==> config.mk <==
export PLATFORM = sky130hd
export DESIGN_NAME = inverse_permutation_func
export DESIGN_NICKNAME = d
export VERILOG_FILES = /design/src/rtl/perm_pkg.sv /design/src/rtl/inv_slice_map.sv /design/src/rtl/inverse_permutation_func.sv
export SDC_FILE = /design/constraint.sdc
export NUM_CORES = 2
export LEC_CHECK = 0
export CORE_MARGIN = 3
export CORE_UTILIZATION = 45
export DETAILED_ROUTE_END_ITERATION = 7
export MAX_ROUTING_LAYER = met4
export SLEW_MARGIN = 20
export SYNTH_ARGS = -nofsm -noshare
export SYNTH_HDL_FRONTEND = slang
export SYNTH_SLANG_ARGS = --single-unit
==> constraint.sdc <==
create_clock -name clk -period 5.38 [get_ports clk]
set_clock_uncertainty 0.15 [all_clocks]
set_input_delay 1.076 -clock clk [delete_from_list [all_inputs] [get_ports clk]]
set_output_delay 1.076 -clock clk [all_outputs]
set_load 0.005 [all_outputs]
==> src/rtl/perm_pkg.sv <==
// Shared definitions for the permutation encoder/decoder pair.
// Provides the slice geometry, the rho offset table and the pi
// source-index function, so both ends of the round trip agree.
// It also holds the decoder FSM state type.
package perm_pkg;

    localparam int unsigned SLICE_W  = 25;
    localparam int unsigned N_SLICES = 64;
    localparam int unsigned Z_W      = 6;
    localparam int unsigned CNT_W    = 7;

    // Rho offsets indexed by slice bit 5*y+x
    localparam logic [Z_W-1:0] RHO [SLICE_W] = '{
        6'd0,  6'd1,  6'd62, 6'd28, 6'd27,
        6'd36, 6'd44, 6'd6,  6'd55, 6'd20,
        6'd3,  6'd10, 6'd43, 6'd25, 6'd39,
        6'd41, 6'd45, 6'd15, 6'd21, 6'd8,
        6'd18, 6'd2,  6'd61, 6'd56, 6'd14
    };

    // Encoded-slice bit that holds decoded lane (x,y): D[y][(2x+3y) mod 5]
    function automatic int unsigned pi_src(input int unsigned x, input int unsigned y);
        return 5 * ((2 * x + 3 * y) % 5) + y;
    endfunction

    typedef enum logic [1:0] {
        IDLE = 2'd0,
        LOAD = 2'd1,
        EMIT = 2'd2,
        DONE = 2'd3
    } state_e;

endpackage

==> src/rtl/inv_slice_map.sv <==
// Combinational inverse pi/rho map for one output slice.
// Ports:
//   i_buf   - full 64x25 encoded state
//   i_z     - output slice index
//   o_slice - decoded 25-bit slice z
module inv_slice_map
    import perm_pkg::*;
(
    input  logic [N_SLICES-1:0][SLICE_W-1:0] i_buf,
    input  logic [Z_W-1:0]                   i_z,
    output logic [SLICE_W-1:0]               o_slice
);

    for (genvar gy = 0; gy < 5; gy++) begin : g_y
        for (genvar gx = 0; gx < 5; gx++) begin : g_x
            localparam int unsigned OUT_IDX = 5 * gy + gx;
            localparam int unsigned SRC_IDX = pi_src(gx, gy);

            // Slice address wraps naturally in 6 bits
            logic [Z_W-1:0] w_zsrc;
            assign w_zsrc           = i_z + RHO[OUT_IDX];
            assign o_slice[OUT_IDX] = i_buf[w_zsrc][SRC_IDX];
        end
    end

endmodule

==> src/rtl/inverse_permutation_func.sv <==
// Decoder: loads a 64x25 encoded state from synchronous memory, then
// streams 64 decoded slices, one write pulse every two cycles.
// Ports:
//   clk, rst (sync, active-low), start (level launch)
//   rd_addr/rd_data - memory read port, data one cycle after address
//   write_enable/write_value - pulsed output slice stream, z order
//   done - high after completion until start is seen low
module inverse_permutation_func
    import perm_pkg::*;
(
    input  logic               clk,
    input  logic               rst,
    input  logic               start,
    output logic [Z_W-1:0]     rd_addr,
    input  logic [SLICE_W-1:0] rd_data,
    output logic               write_enable,
    output logic [SLICE_W-1:0] write_value,
    output logic               done
);

    localparam logic [CNT_W-1:0] CNT_END  = CNT_W'(N_SLICES);
    localparam logic [CNT_W-1:0] CNT_LAST = CNT_W'(N_SLICES - 1);
    localparam logic [Z_W-1:0]   ADDR_MAX = Z_W'(N_SLICES - 1);

    state_e                          r_state;
    logic [CNT_W-1:0]                r_cnt;
    logic                            r_phase;
    logic [Z_W-1:0]                  r_rd_addr;
    logic                            r_we;
    logic [SLICE_W-1:0]              r_wv;
    logic                            r_done;
    logic [N_SLICES-1:0][SLICE_W-1:0] r_buf;

    state_e                          w_state_nxt;
    logic [CNT_W-1:0]                w_cnt_nxt;
    logic                            w_phase_nxt;
    logic [Z_W-1:0]                  w_rd_addr_nxt;
    logic                            w_we_nxt;
    logic [SLICE_W-1:0]              w_wv_nxt;
    logic                            w_done_nxt;
    logic                            w_cap_en;
    logic [Z_W-1:0]                  w_cap_slot;
    logic [SLICE_W-1:0]              w_slice;

    inv_slice_map u_map (
        .i_buf   (r_buf),
        .i_z     (r_cnt[Z_W-1:0]),
        .o_slice (w_slice)
    );

    // Next-state and next-output logic
    always_comb begin
        w_state_nxt   = r_state;
        w_cnt_nxt     = r_cnt;
        w_phase_nxt   = r_phase;
        w_rd_addr_nxt = '0;
        w_we_nxt      = 1'b0;
        w_wv_nxt      = r_wv;
        w_done_nxt    = 1'b0;
        w_cap_en      = 1'b0;
        w_cap_slot    = Z_W'(r_cnt - CNT_W'(1));

        unique case (r_state)
            IDLE: begin
                w_cnt_nxt   = '0;
                w_phase_nxt = 1'b0;
                w_wv_nxt    = '0;
                if (start) begin
                    w_state_nxt = LOAD;
                end
            end
            LOAD: begin
                // r_cnt = address issued last cycle; its data lands now at slot cnt-1
                w_cap_en      = (r_cnt != '0);
                w_cnt_nxt     = r_cnt + CNT_W'(1);
                w_rd_addr_nxt = (r_cnt < CNT_LAST) ? Z_W'(r_cnt + CNT_W'(1)) : ADDR_MAX;
                if (r_cnt == CNT_END) begin
                    w_state_nxt   = EMIT;
                    w_cnt_nxt     = '0;
                    w_phase_nxt   = 1'b0;
                    w_rd_addr_nxt = '0;
                end
            end
            EMIT: begin
                // r_cnt is the word index z; reaching 64 means the last low cycle has passed
                if (r_cnt == CNT_END) begin
                    w_state_nxt = DONE;
                    w_cnt_nxt   = '0;
                    w_done_nxt  = 1'b1;
                end else if (!r_phase) begin
                    w_we_nxt    = 1'b1;
                    w_wv_nxt    = w_slice;
                    w_phase_nxt = 1'b1;
                end else begin
                    w_phase_nxt = 1'b0;
                    w_cnt_nxt   = r_cnt + CNT_W'(1);
                end
            end
            DONE: begin
                w_done_nxt = 1'b1;
                w_cnt_nxt  = '0;
                if (!start) begin
                    w_state_nxt = IDLE;
                    w_done_nxt  = 1'b0;
                end
            end
            default: begin
                w_state_nxt = IDLE;
            end
        endcase
    end

    // State, counters and registered outputs
    always_ff @(posedge clk) begin
        if (!rst) begin
            r_state   <= IDLE;
            r_cnt     <= '0;
            r_phase   <= 1'b0;
            r_rd_addr <= '0;
            r_we      <= 1'b0;
            r_wv      <= '0;
            r_done    <= 1'b0;
        end else begin
            r_state   <= w_state_nxt;
            r_cnt     <= w_cnt_nxt;
            r_phase   <= w_phase_nxt;
            r_rd_addr <= w_rd_addr_nxt;
            r_we      <= w_we_nxt;
            r_wv      <= w_wv_nxt;
            r_done    <= w_done_nxt;
        end
    end

    // Slice buffer; contents are don't-care across reset
    always_ff @(posedge clk) begin
        if (rst && w_cap_en) begin
            r_buf[w_cap_slot] <= rd_data;
        end
    end

    assign rd_addr      = r_rd_addr;
    assign write_enable = r_we;
    assign write_value  = r_wv;
    assign done         = r_done;

endmodule
==> results.md <==
* R2r startpoint: r_cnt[2]
* Hold Path Class: flop to flop
* Reg2Reg Depth at 9
* RSZ-0062 raised after global routing: no
* Largest net degree at the start of global routing at 109
* Most frequent cells after synthesis: edfxtp_1, mux4_2, nand2_1
* Top Metal Used: met4
* Remaining DRCs at 0
* Worst setup SP type: flop
* Layout cells sized above 1 at 0.277
* Fmax achieved at 0.245 GHz
* Hold Path Stages at 2
* DR WL met3 at 11100 um
* Die Area at 147000 sq um
* Fin. Hold Viols at 0
* Port Buf Inserts at 60
* Origin of the worst min-delay path: write_value[18]
* Fillers at 10.9k
* CTS tree: yes
* GRT Total Usage at 0.238
* Max-slew violations at 0
* Clock Sinks at 1643
* Worst Path Required at 5900 ps
* Routed length per instance at roughly 32 um
* Kind of critical path: flop to flop
* H-tree depth at 4
* Internal power consumption at ~24 mW
* CP endpoint kind: flop
* Initial antenna violation count at 3
* WL met2 at 84000 um
* WL final at about 170000 um
* CTS buffer count at 167
* Relative slew slack at 0.189
* FP Rows at 137
* Total gr overflow at 0
* Yosys warning total at 0
* Peak supply drop at 387 uV
* Top_reg_cell synth: edfxtp_1
* Synth cell types at 61
* Hold Path End: write_value[18]
* Initial Utilization at 0.456
* Setup slack, reg-to-reg at 1300 ps
* # hold bufs at CTS at 0
* Final setup vio count at 0
* Placed cell area at 67900 sq um
* Post-CTS setup buffers at 0
* Gate Count Post-Synth at 2954
* Largest cells by area after synthesis: edfxtp_1, mux4_2, dfxtp_1
* Antenna-violating nets left at 0
* Core area at between 100000 and 150000 sq um
* Clk_lat worst skew at 780 ps
* Clock power share at 0.352
* Min cycle time layout at 4080 ps
* Status: finished, final reports clean
* Share of the yosys chip area belonging to registers at 0.765
* Synth-to-layout area growth at 14.9%
* Total of max-cap violations at 0
* Synth Area per Inst at about 22 sq um
* Worst slew pin tran at about 1200 ps
* Largest area contributor in the netlist: edfxtp_1
* Post-CTS sizing at 0
* Final Wtd Congestion at 0.900
* Post-synth EDFFs at 1600
* Post-synthesis async set-or-reset flop share at 0
* Setup TNS Final at 0 ps
* Leak at approximately 22 nW
* First-pass GRT wire length at 241000 um
* Synth Net Count at ~3k
* Worst EP arrival at 4600 ps
* HPWL after detailed placement at 104000 um
* Synth top area share at 0.752
* Post-Route M1 WL at slightly below 70000 um
* Final Instance Area at 73400 sq um
* Critical-path maximum fanout at 9
* CTS Root Buffer Type: clkbuf_16
* P per Cell Area at ~440 nW/um^2
* Die width at 383 um
* Clock Tree Buf Depth at 3
* Vias after detailed routing at ~31k
* Vias per Instance at around 6.1
* Io pins at just over 60
* Most common cell in the synthesized netlist: edfxtp_1
* Synth Register Bits at 1643
* Clk pin slew, worst setup/hold paths at 60 ps
* Combinational share of power at 0.212
* Total net switching power at 8.89 mW
* Initial DRC count at 3818
* Switching share of power at 0.274
* Die H at around 380 um
* RR Endpoint: write_value[2]
* Nets@finish at 3220
* Drt pass-1 iters at 5
* Reg power frac at 0.437
* Period utilisation layout at 0.759
* Number of global-route vias before repair at 31.6k
* Post-Syn Area at 63900 sq um
[critical path, cell delays in order, from the launching register on]
cell     delay, ps
dfxtp_4        520
inv_1          250
ha_4           260
xnor2_1        770
nor2_1         360
a22oi_1        590
a21oi_1        140
o21ai_0        540
o31ai_1        160
a22o_1         210
[cells by family (layout without fill, tap and decap cells)]
group	after synthesis	count (layout)	share of synthesized area
AOI/OAI and AO/OA	198	198	0.0214
xor gates and xnor gates	55	55	0.00777
adders and majority gates	19	19	0.00372
buffers and inverters	161	519	0.0145
DFF	1643	1643	0.765
muxes	499	499	0.162
other	0	1	0
and+or+nand+nor	379	379	0.0256
[per-layer routing]
layer | GRT usage | vias up
met5 | - | -
met4 | 0.0703 | 0
met3 | 0.0349 | 257
met2 | 0.379 | 1402
met1 | 0.324 | 16917
li1 | - | 12826
[power by group through the flow]
stage	Combinational [mW]	Sequential (mW)	Clock (mW)
after detailed placement	6.99	14.5	0
after global routing	7.25	14.2	12.1
after CTS	7.01	14.2	11.6
after floorplan	4.67	14.4	0
after global placement	6.94	14.5	0
final	6.88	14.2	11.4
[placed cells by master (no fill, tap or decap), drive strengths merged, types with 4 or more instances in the layout]
master / instances
a2111oi: 6
a211oi: 6
a21o: 4
a21oi: 44
a221oi: 15
a22o: 8
a22oi: 12
a311oi: 7
a31oi: 17
a32oi: 11
and2: 10
buf: 160
bufinv: 13
clkbuf: 219
clkdlybuf4s50: 35
clkinv: 65
clkinvlp: 7
dfxtp: 43
edfxtp: 1600
ha: 19
inv: 20
mux2: 9
mux2i: 64
mux4: 426
nand2: 166
nand3: 48
nand4: 16
nor2: 98
nor2b: 11
nor3: 16
o211ai: 8
o21ai: 33
o31ai: 4
xnor2: 49
xor2: 6
[how the worst max path moves through the flow]
stage                        start               to  slack (ps)  cells after the start
final                     r_cnt[2]   write_value[2]        1300                      9
after floorplan           r_cnt[0]      r_buf[1150]         840                     16
after detailed placement       rst       r_buf[788]        1080                      4
after global routing      r_cnt[1]  write_value[16]        1070                      9
after CTS                 r_cnt[1]  write_value[16]        1220                      9
after global placement         rst      r_buf[1337]        1050                      4
[stage by stage]
stage	setup slack, ps	total power [mW]	util	hold slack (ps)	instances
after CTS	1220	32.8	0.523	324	5183
after floorplan	836	19.1	-	285	2954
final	1300	32.5	0.524	331	5189
after global placement	1050	21.4	0.483	317	4870
after detailed placement	1080	21.5	0.484	316	4875
after global routing	1070	33.6	0.524	392	5189
[sequential cells by signal, summed over array words and instances, names as in the netlist]
signal,count
done,1
write_enable,1
r_phase,1
rd_addr,6
r_state,2
write_value,25
r_cnt,7
r_buf,1600
[cell type report]
| cell class | instances | area [sq um] | share of cell area |
|---|---|---|---|
| well taps | 1876 | 2350 | 0.0320 |
| clock buffers | 219 | 4500 | 0.0613 |
| repair buffers | 195 | 1980 | 0.0270 |
| flip-flops and latches | 1643 | 48900 | 0.666 |
| multi-input cells | 1150 | 14700 | 0.200 |
| diodes | 1 | 2.50 | 0.0000341 |
| inverters | 16 | 60.1 | 0.000818 |
| clock inverters | 89 | 916 | 0.0125 |
Note: power is estimated with default switching activity, not from simulation.
